**src/rtl/axis_decimator_pkg.sv**
```systemverilog
`default_nettype none
// +----------------------------------------------------------------------+
// | Module   : axis_decimator_pkg                                        |
// | Brief    : Shared constants, width helpers and factor clamp for the  |
// |            AXI-Stream decimator.                                     |
// | Revision : 1.0 - initial release                                     |
// +----------------------------------------------------------------------+
package axis_decimator_pkg;

  localparam logic MODE_PICK = 1'b0;
  localparam logic MODE_AVG  = 1'b1;

  // Channel index width; a single channel still needs one bit
  function automatic int calc_ch_w(input int n_ch);
    return (n_ch > 1) ? $clog2(n_ch) : 1;
  endfunction

  // Width able to hold the factor value MAX_FACTOR itself
  function automatic int calc_fw(input int max_f);
    return $clog2(max_f + 1);
  endfunction

  // Accumulator width: MAX_FACTOR full-scale samples never overflow
  function automatic int calc_acc_w(input int data_w, input int max_f);
    return data_w + $clog2(max_f);
  endfunction

  // Shift amount width able to express a full-width shift
  function automatic int calc_sh_w(input int acc_w);
    return $clog2(acc_w + 1);
  endfunction

  // Effective factor: 0 behaves as 1, oversize values saturate
  function automatic int clamp_factor(input int f, input int max_f);
    if (f < 1) begin
      return 1;
    end
    if (f > max_f) begin
      return max_f;
    end
    return f;
  endfunction

endpackage
`default_nettype wire

```
**src/rtl/axis_decimator_acc_bank.sv**
```systemverilog
`default_nettype none
// +----------------------------------------------------------------------+
// | Module   : axis_decimator_acc_bank                                   |
// | Brief    : Per-channel accumulator array with load / add / clear and |
// |            a combinational running-sum output for the selected chan. |
// | Revision : 1.0 - initial release                                     |
// +----------------------------------------------------------------------+
module axis_decimator_acc_bank
  import axis_decimator_pkg::*;
#(
  parameter int N_CHANNELS = 1,
  parameter int DATA_W     = 8,
  parameter int ACC_W      = 12,
  parameter int CH_W       = 1
) (
  input  logic              aclk,
  input  logic              aresetn,
  input  logic              load_i,
  input  logic              add_i,
  input  logic              clear_i,
  input  logic [CH_W-1:0]   ch_i,
  input  logic [DATA_W-1:0] data_i,
  output logic [ACC_W-1:0]  sum_o
);

  logic [ACC_W-1:0] acc_q [N_CHANNELS];
  logic [ACC_W-1:0] sel_acc;

  // Select the accumulator of the addressed channel without out-of-range indexing
  always_comb begin
    sel_acc = '0;
    for (int i = 0; i < N_CHANNELS; i++) begin
      if (ch_i == CH_W'(i)) begin
        sel_acc = acc_q[i];
      end
    end
  end

  assign sum_o = sel_acc + ACC_W'(data_i);

  // Clear wins over load/add; only the addressed channel is updated
  always_ff @(posedge aclk or negedge aresetn) begin
    if (!aresetn) begin
      for (int i = 0; i < N_CHANNELS; i++) begin
        acc_q[i] <= '0;
      end
    end else if (clear_i) begin
      for (int i = 0; i < N_CHANNELS; i++) begin
        acc_q[i] <= '0;
      end
    end else begin
      for (int i = 0; i < N_CHANNELS; i++) begin
        if (ch_i == CH_W'(i)) begin
          if (load_i) begin
            acc_q[i] <= ACC_W'(data_i);
          end else if (add_i) begin
            acc_q[i] <= sum_o;
          end
        end
      end
    end
  end

endmodule
`default_nettype wire

```
**src/rtl/axis_decimator.sv**
```systemverilog
`default_nettype none
// +----------------------------------------------------------------------+
// | Module   : axis_decimator                                            |
// | Brief    : Runtime-configurable pick / boxcar-average decimator for  |
// |            time-interleaved multi-channel AXI-Stream samples.        |
// | Revision : 1.0 - initial release                                     |
// +----------------------------------------------------------------------+
module axis_decimator
  import axis_decimator_pkg::*;
#(
  parameter int TDATA_WIDTH    = 8,
  parameter int N_CHANNELS     = 1,
  parameter int MAX_FACTOR     = 16,
  parameter int DEFAULT_FACTOR = 4
) (
  input  logic                                                       aclk,
  input  logic                                                       aresetn,
  input  logic                                                       cfg_update,
  input  logic [calc_fw(MAX_FACTOR)-1:0]                             cfg_factor,
  input  logic                                                       cfg_mode,
  input  logic [calc_sh_w(calc_acc_w(TDATA_WIDTH, MAX_FACTOR))-1:0]  cfg_shift,
  input  logic                                                       s_axis_tvalid,
  output logic                                                       s_axis_tready,
  input  logic [TDATA_WIDTH-1:0]                                     s_axis_tdata,
  output logic                                                       m_axis_tvalid,
  input  logic                                                       m_axis_tready,
  output logic [TDATA_WIDTH-1:0]                                     m_axis_tdata,
  output logic [calc_ch_w(N_CHANNELS)-1:0]                           m_axis_tuser
);

  localparam int CH_W  = calc_ch_w(N_CHANNELS);
  localparam int FW    = calc_fw(MAX_FACTOR);
  localparam int ACC_W = calc_acc_w(TDATA_WIDTH, MAX_FACTOR);
  localparam int SH_W  = calc_sh_w(ACC_W);

  logic [FW-1:0]          factor_q;
  logic                   mode_q;
  logic [SH_W-1:0]        shift_q;
  logic [CH_W-1:0]        ch_cnt_q, ch_cnt_d;
  logic [FW-1:0]          phase_q, phase_d;
  logic                   m_valid_q, m_valid_d;
  logic [TDATA_WIDTH-1:0] m_data_q, m_data_d;
  logic [CH_W-1:0]        m_user_q, m_user_d;

  logic                   beat_acc;
  logic                   ch_last;
  logic                   phase_first;
  logic                   phase_last;
  logic                   produce;
  logic [ACC_W-1:0]       acc_sum;
  logic [ACC_W-1:0]       avg_sum;
  logic [TDATA_WIDTH-1:0] out_data;

  // Ready only depends on the output register, never on s_axis_tvalid
  assign s_axis_tready = !m_valid_q || m_axis_tready;

  // A beat coinciding with a config update is consumed but has no effect
  assign beat_acc    = s_axis_tvalid && s_axis_tready && !cfg_update;
  assign ch_last     = (ch_cnt_q == CH_W'(N_CHANNELS - 1));
  assign phase_first = (phase_q == '0);
  assign phase_last  = (phase_q == factor_q - FW'(1));
  assign produce     = beat_acc && ((mode_q == MODE_PICK) ? phase_first : phase_last);

  axis_decimator_acc_bank #(
    .N_CHANNELS (N_CHANNELS),
    .DATA_W     (TDATA_WIDTH),
    .ACC_W      (ACC_W),
    .CH_W       (CH_W)
  ) u_acc_bank (
    .aclk    (aclk),
    .aresetn (aresetn),
    .load_i  (beat_acc && (mode_q == MODE_AVG) && phase_first),
    .add_i   (beat_acc && (mode_q == MODE_AVG) && !phase_first),
    .clear_i (cfg_update),
    .ch_i    (ch_cnt_q),
    .data_i  (s_axis_tdata),
    .sum_o   (acc_sum)
  );

  // On the first phase the stored value is stale, so the sample stands alone
  assign avg_sum  = phase_first ? ACC_W'(s_axis_tdata) : acc_sum;
  assign out_data = (mode_q == MODE_AVG) ? TDATA_WIDTH'(avg_sum >> shift_q) : s_axis_tdata;

  // Channel / phase counters: channel advances per beat, phase per full frame
  always_comb begin
    ch_cnt_d = ch_cnt_q;
    phase_d  = phase_q;
    if (cfg_update) begin
      ch_cnt_d = '0;
      phase_d  = '0;
    end else if (beat_acc) begin
      if (ch_last) begin
        ch_cnt_d = '0;
        phase_d  = phase_last ? '0 : phase_q + FW'(1);
      end else begin
        ch_cnt_d = ch_cnt_q + CH_W'(1);
      end
    end
  end

  // Output register: reload on a producing beat, otherwise drain on handshake
  always_comb begin
    m_valid_d = m_valid_q;
    m_data_d  = m_data_q;
    m_user_d  = m_user_q;
    if (produce) begin
      m_valid_d = 1'b1;
      m_data_d  = out_data;
      m_user_d  = ch_cnt_q;
    end else if (m_axis_tready) begin
      m_valid_d = 1'b0;
    end
  end

  // Configuration registers, latched with the factor already clamped
  always_ff @(posedge aclk or negedge aresetn) begin
    if (!aresetn) begin
      factor_q <= FW'(clamp_factor(DEFAULT_FACTOR, MAX_FACTOR));
      mode_q   <= MODE_PICK;
      shift_q  <= '0;
    end else if (cfg_update) begin
      factor_q <= FW'(clamp_factor(int'(cfg_factor), MAX_FACTOR));
      mode_q   <= cfg_mode;
      shift_q  <= cfg_shift;
    end
  end

  // State registers for counters and the output stage
  always_ff @(posedge aclk or negedge aresetn) begin
    if (!aresetn) begin
      ch_cnt_q  <= '0;
      phase_q   <= '0;
      m_valid_q <= 1'b0;
      m_data_q  <= '0;
      m_user_q  <= '0;
    end else begin
      ch_cnt_q  <= ch_cnt_d;
      phase_q   <= phase_d;
      m_valid_q <= m_valid_d;
      m_data_q  <= m_data_d;
      m_user_q  <= m_user_d;
    end
  end

  assign m_axis_tvalid = m_valid_q;
  assign m_axis_tdata  = m_data_q;
  assign m_axis_tuser  = m_user_q;

endmodule
`default_nettype wire

```
**config.mk**
```make
export PLATFORM = sky130hd
export DESIGN_NAME = axis_decimator
export DESIGN_NICKNAME = d
export VERILOG_FILES = /design/src/rtl/axis_decimator_pkg.sv /design/src/rtl/axis_decimator_acc_bank.sv /design/src/rtl/axis_decimator.sv
export SDC_FILE = /design/constraint.sdc
export NUM_CORES = 1
export LEC_CHECK = 0
export ABC_AREA = 0
export CAP_MARGIN = 20
export CORE_MARGIN = 1.5
export CORE_UTILIZATION = 25
export DETAILED_ROUTE_END_ITERATION = 8
export SYNTH_ARGS = -nofsm -noshare
export SYNTH_HDL_FRONTEND = slang
export SYNTH_HIERARCHICAL = 1
export SYNTH_SLANG_ARGS = --single-unit
```
**constraint.sdc**
```tcl
create_clock -name aclk -period 4.12 [get_ports aclk]
set_input_delay 0.824 -clock aclk [delete_from_list [all_inputs] [get_ports aclk]]
set_output_delay 0.824 -clock aclk [all_outputs]
set_load 0.02 [all_outputs]
```
==> impl_summary.txt <==
----------------------------------------------------
[Setup path]
  Start of the worst register-to-register path ... u_acc_bank/acc_q[0]
  Critical Setup Path Class ... in -> reg
  Peak per-stage delay on the critical path ... a little under 0.5 ns
  Worst r2r dst ... m_axis_tdata[4]
  Required time of the critical path ... 4.29 ns
  Worst Reg-to-Reg Cells ... 16
  Critical path endpoint category ... register
  Worst path arrival time ... ~3.8 ns
  Register-to-register setup slack ... around 1 ns
  Maximum fanout count along the critical path ... 4
  Slowest library cell on the worst path ... mux4_2
  Ordered cell list for the critical path ... clkdlybuf4s50_1, ha_1, inv_1, fa_1, inv_1, a21o_1, a211oi_2, a21o_1, xor2_1, nor2_1, mux4_2, nand2_1, a21oi_1, nor2_1, a21oi_1, mux2_2
  Startpoint type of the worst setup path ... primary input

[Run status]
  Outcome ... finished, final reports clean

[Pwr]
  VDD IR-drop max ... roughly 0.21 mV
  Power density over the cells ... 370 nW/um^2
  LEAKAGE ... around 0.0015 uW

[Yosys]
  Distinct cell type count of the synthesized netlist ... 67
  Post-synthesis average cell area ... 8.81 um^2
  Most instantiated flip-flop cell in the synthesis netlist ... dfrtp_1
  Share of flip-flops with an asynchronous set or reset ... 100%
  Post-synth EDFFs ... 0
  Netlist Area Pre-Place ... roughly 2900 um^2
  Synthesized flop and latch total ... 36
  Number of warnings printed during yosys synthesis ... 6
  Sequential fraction of the synthesis area ... 30.9%
  Cell count after synthesis ... roughly 330

[Finish]
  Synthesis-to-finish area growth ... 22.7%
  Number of fillers in the final layout ... about 1.2k
  Antenna diode instance count ... 0
  Share of final-layout standard cells stronger than drive strength 1 ... a little under an eighth
  Final net count ... about 410
  Highest-count cells in the layout ignoring fill and taps ... dfrtp_1 (35), nand2_1 (31), nor2_1 (31), clkdlybuf4s50_1 (31), mux2i_1 (23)
  Most common library cell in the layout ignoring fill and taps ... dfrtp_1

[Timing]
  TNS Setup ... 0 ns
  Max Freq ... around 0.27 GHz
  Rel. slew slack ... 42.3%
  RSZ-0062 raised after global routing ... no
  Slew at the pin closest to its max-slew limit ... about 0.87 ns
  Number of failing hold endpoints at the final stage ... 0
  Clk_skew ... 0.00501 ns
  Post-route worst setup slack ... 0.471 ns
  Crit share post-route ... about nine tenths
  Final Max Slew Viols ... 0
  Number of endpoints failing setup at the final stage ... 0
  Final Critical Period ... 3.65 ns

[Clock network]
  Clock tree from TritonCTS ... built
  CTS sink cnt ... 36
  Max H-tree Level ... 2
  Post-CTS Repair Setup Buffers ... 0
  Number of cells upsized or downsized after cts ... 0
  TritonCTS buffer count ... 5
  Cell chosen for the clock root ... clkbuf_16
  Clock transition at the registers of the reported paths ... about 0.06 ns
  Later-pin clock latency in the skew report ... around 0.28 ns
  Maximum count of clock buffers along a single path ... 2
  Number of buffers inserted by hold repair at cts ... 0

[Routing]
  Detail Route Antenna Nets ... 0
  Average routed wire per standard cell ... between 10 and 15 um
  Vias after detailed routing ... around 2.5k
  DRC violations left ... 0
  Drt total wl ... 7480 um
  Router iterations before antenna repair ... 4
  Violation count after the first detailed-routing iteration ... 140
  Vias per inst ... 4.92

[GRT]
  Number of global-route vias before repair ... approximately 2.5k
  Total routing resource utilization after global routing ... between 10% and 20%
  Global-route wire length before repair ... 12800 um
  GR Overflow Total ... 0
  Pin count of the biggest net entering global routing ... 37
  Initial antenna violation count ... 0

[Placement]
  Gp weighted congestion ... ~0.89
  Placed wire-length estimate ... roughly 5700 um
  Placement Setup Slack ... around 0.20 ns
  Number of input and output port buffers inserted ... 32

[Run]
  Max capacitance violation total ... 0

[Hold path]
  Class of the worst hold path ... reg -> reg
  Instance count along the most critical hold path ... 2
  Hold path endpoint ... u_acc_bank/acc_q[2]
  Min-delay src ... u_acc_bank/acc_q[2]

[Floorplan]
  I/O pins ... 34
  Number of cell rows ... 39
  Floorplan Core Area ... approximately 11000 um^2
  Height of the die ... ~110 um
  Total die area ... 12300 um^2
  Die boundary width ... between 100 and 150 um
  Starting density of the core ... roughly a quarter

----------------------------------------------------
-- synth_stat cells, types with 4 or more instances --
cell type / count / share of area (%)
o21ai_0: 16 / 2.7
o21ai_1: 4 / 0.69
xor2_1: 4 / 1.2
a32oi_1: 4 / 1.2
a31oi_1: 9 / 1.9
nor3_1: 6 / 1.0
nor2b_1: 11 / 2.4
dfrtp_1: 35 / 30
a21o_1: 5 / 1.3
mux2_2: 10 / 3.9
xnor2_1: 11 / 3.3
nand2b_1: 11 / 2.4
o21a_1: 5 / 1.3
nor2_1: 31 / 4.0
nand2_1: 31 / 4.0
ha_1: 11 / 4.7
a21oi_1: 12 / 2.1
inv_1: 16 / 2.1
mux2i_1: 23 / 7.9
nand3_1: 7 / 1.2
clkbuf_1: 8 / 1.0
-- sequential cells by signal (all words and copies together), names as in the netlist --
register / cells
u_acc_bank/acc_q: 12
m_axis_tdata: 8
factor_q: 5
phase_q: 5
shift_q: 4
m_axis_tvalid: 1
mode_q: 1
-- power by group --
| group | internal [uW] | switching (uW) |
|---|---|---|
| combinational | 225 | 246 |
| clock | 241 | 151 |
| sequential | 405 | 55.0 |
-- critical path, delay by kind of cell --
kind / cells / cell delay, ns
AOI/OAI and AO/OA: 5 / 0.81
xor gates and xnor gates: 1 / 0.15
adders and majority gates: 2 / 0.43
buffers and inverters: 3 / 0.59
muxes: 2 / 0.75
and+or+nand+nor: 3 / 0.27
-- worst max path at each step --
stage / start / to / slack [ns] / depth (start not counted)
2_1_floorplan: s_axis_tdata[0] / m_axis_tdata[4] / 0.91 / 15
3_3_place_gp: s_axis_tdata[0] / m_axis_tdata[4] / 0.23 / 16
3_5_place_dp: s_axis_tdata[0] / m_axis_tdata[4] / 0.20 / 16
4_1_cts: s_axis_tdata[0] / m_axis_tdata[4] / 0.49 / 16
5_1_grt: s_axis_tdata[0] / m_axis_tdata[4] / 0.26 / 16
6_report: s_axis_tdata[0] / m_axis_tdata[4] / 0.47 / 16
-- area by class of cell --
type / instances / area [um^2] / share of cell area, %
clock inverters: 1 / 7.51 / 0.210
flip-flops and latches: 36 / 902 / 25.2
inverters: 16 / 60.1 / 1.68
multi-input cells: 273 / 1910 / 53.4
repair buffers: 40 / 375 / 10.5
well taps: 143 / 179 / 5.00
clock buffers: 7 / 143 / 3.98
-- cell families (layout without fill, tap and decap cells) --
kind of cell             Yosys count  in the layout  share of synthesized area (%)
flip-flops                        36             36                           30.9
other                              1             10                          0.129
multiplexers                      36             36                           14.1
XOR/XNOR                          15             15                           4.50
AND/OR/NAND/NOR                  123            123                           22.4
adder cells (fa/ha/maj)           12             12                           5.41
AO/OA/AOI/OAI                     77             77                           17.9
buffers and inverters             31             64                           4.63
-- layer usage --
metal  vias to the layer above  part of all wire [%]  GRT usage [%]
met5                         -                     0              0
met4                         0                   2.4           5.15
met3                        14                   2.8           2.46
met2                        53                    45           19.3
met1                      1219                    49           17.9
li1                       1255                     -              -
-- through the flow --
stage                     cells  util, %  total power (uW)  area [um^2]  hold WS [ns]
after floorplan             340        -               771         2950         0.448
after global placement      508     30.0               925         3430         0.468
after detailed placement    508     30.0               937         3430         0.472
after CTS                   516     31.4              1330         3580         0.488
after global routing        516     31.4              1400         3580         0.530
final                       516     31.4              1320         3580         0.486
No activity file was read; power rests on OpenSTA's default activity.
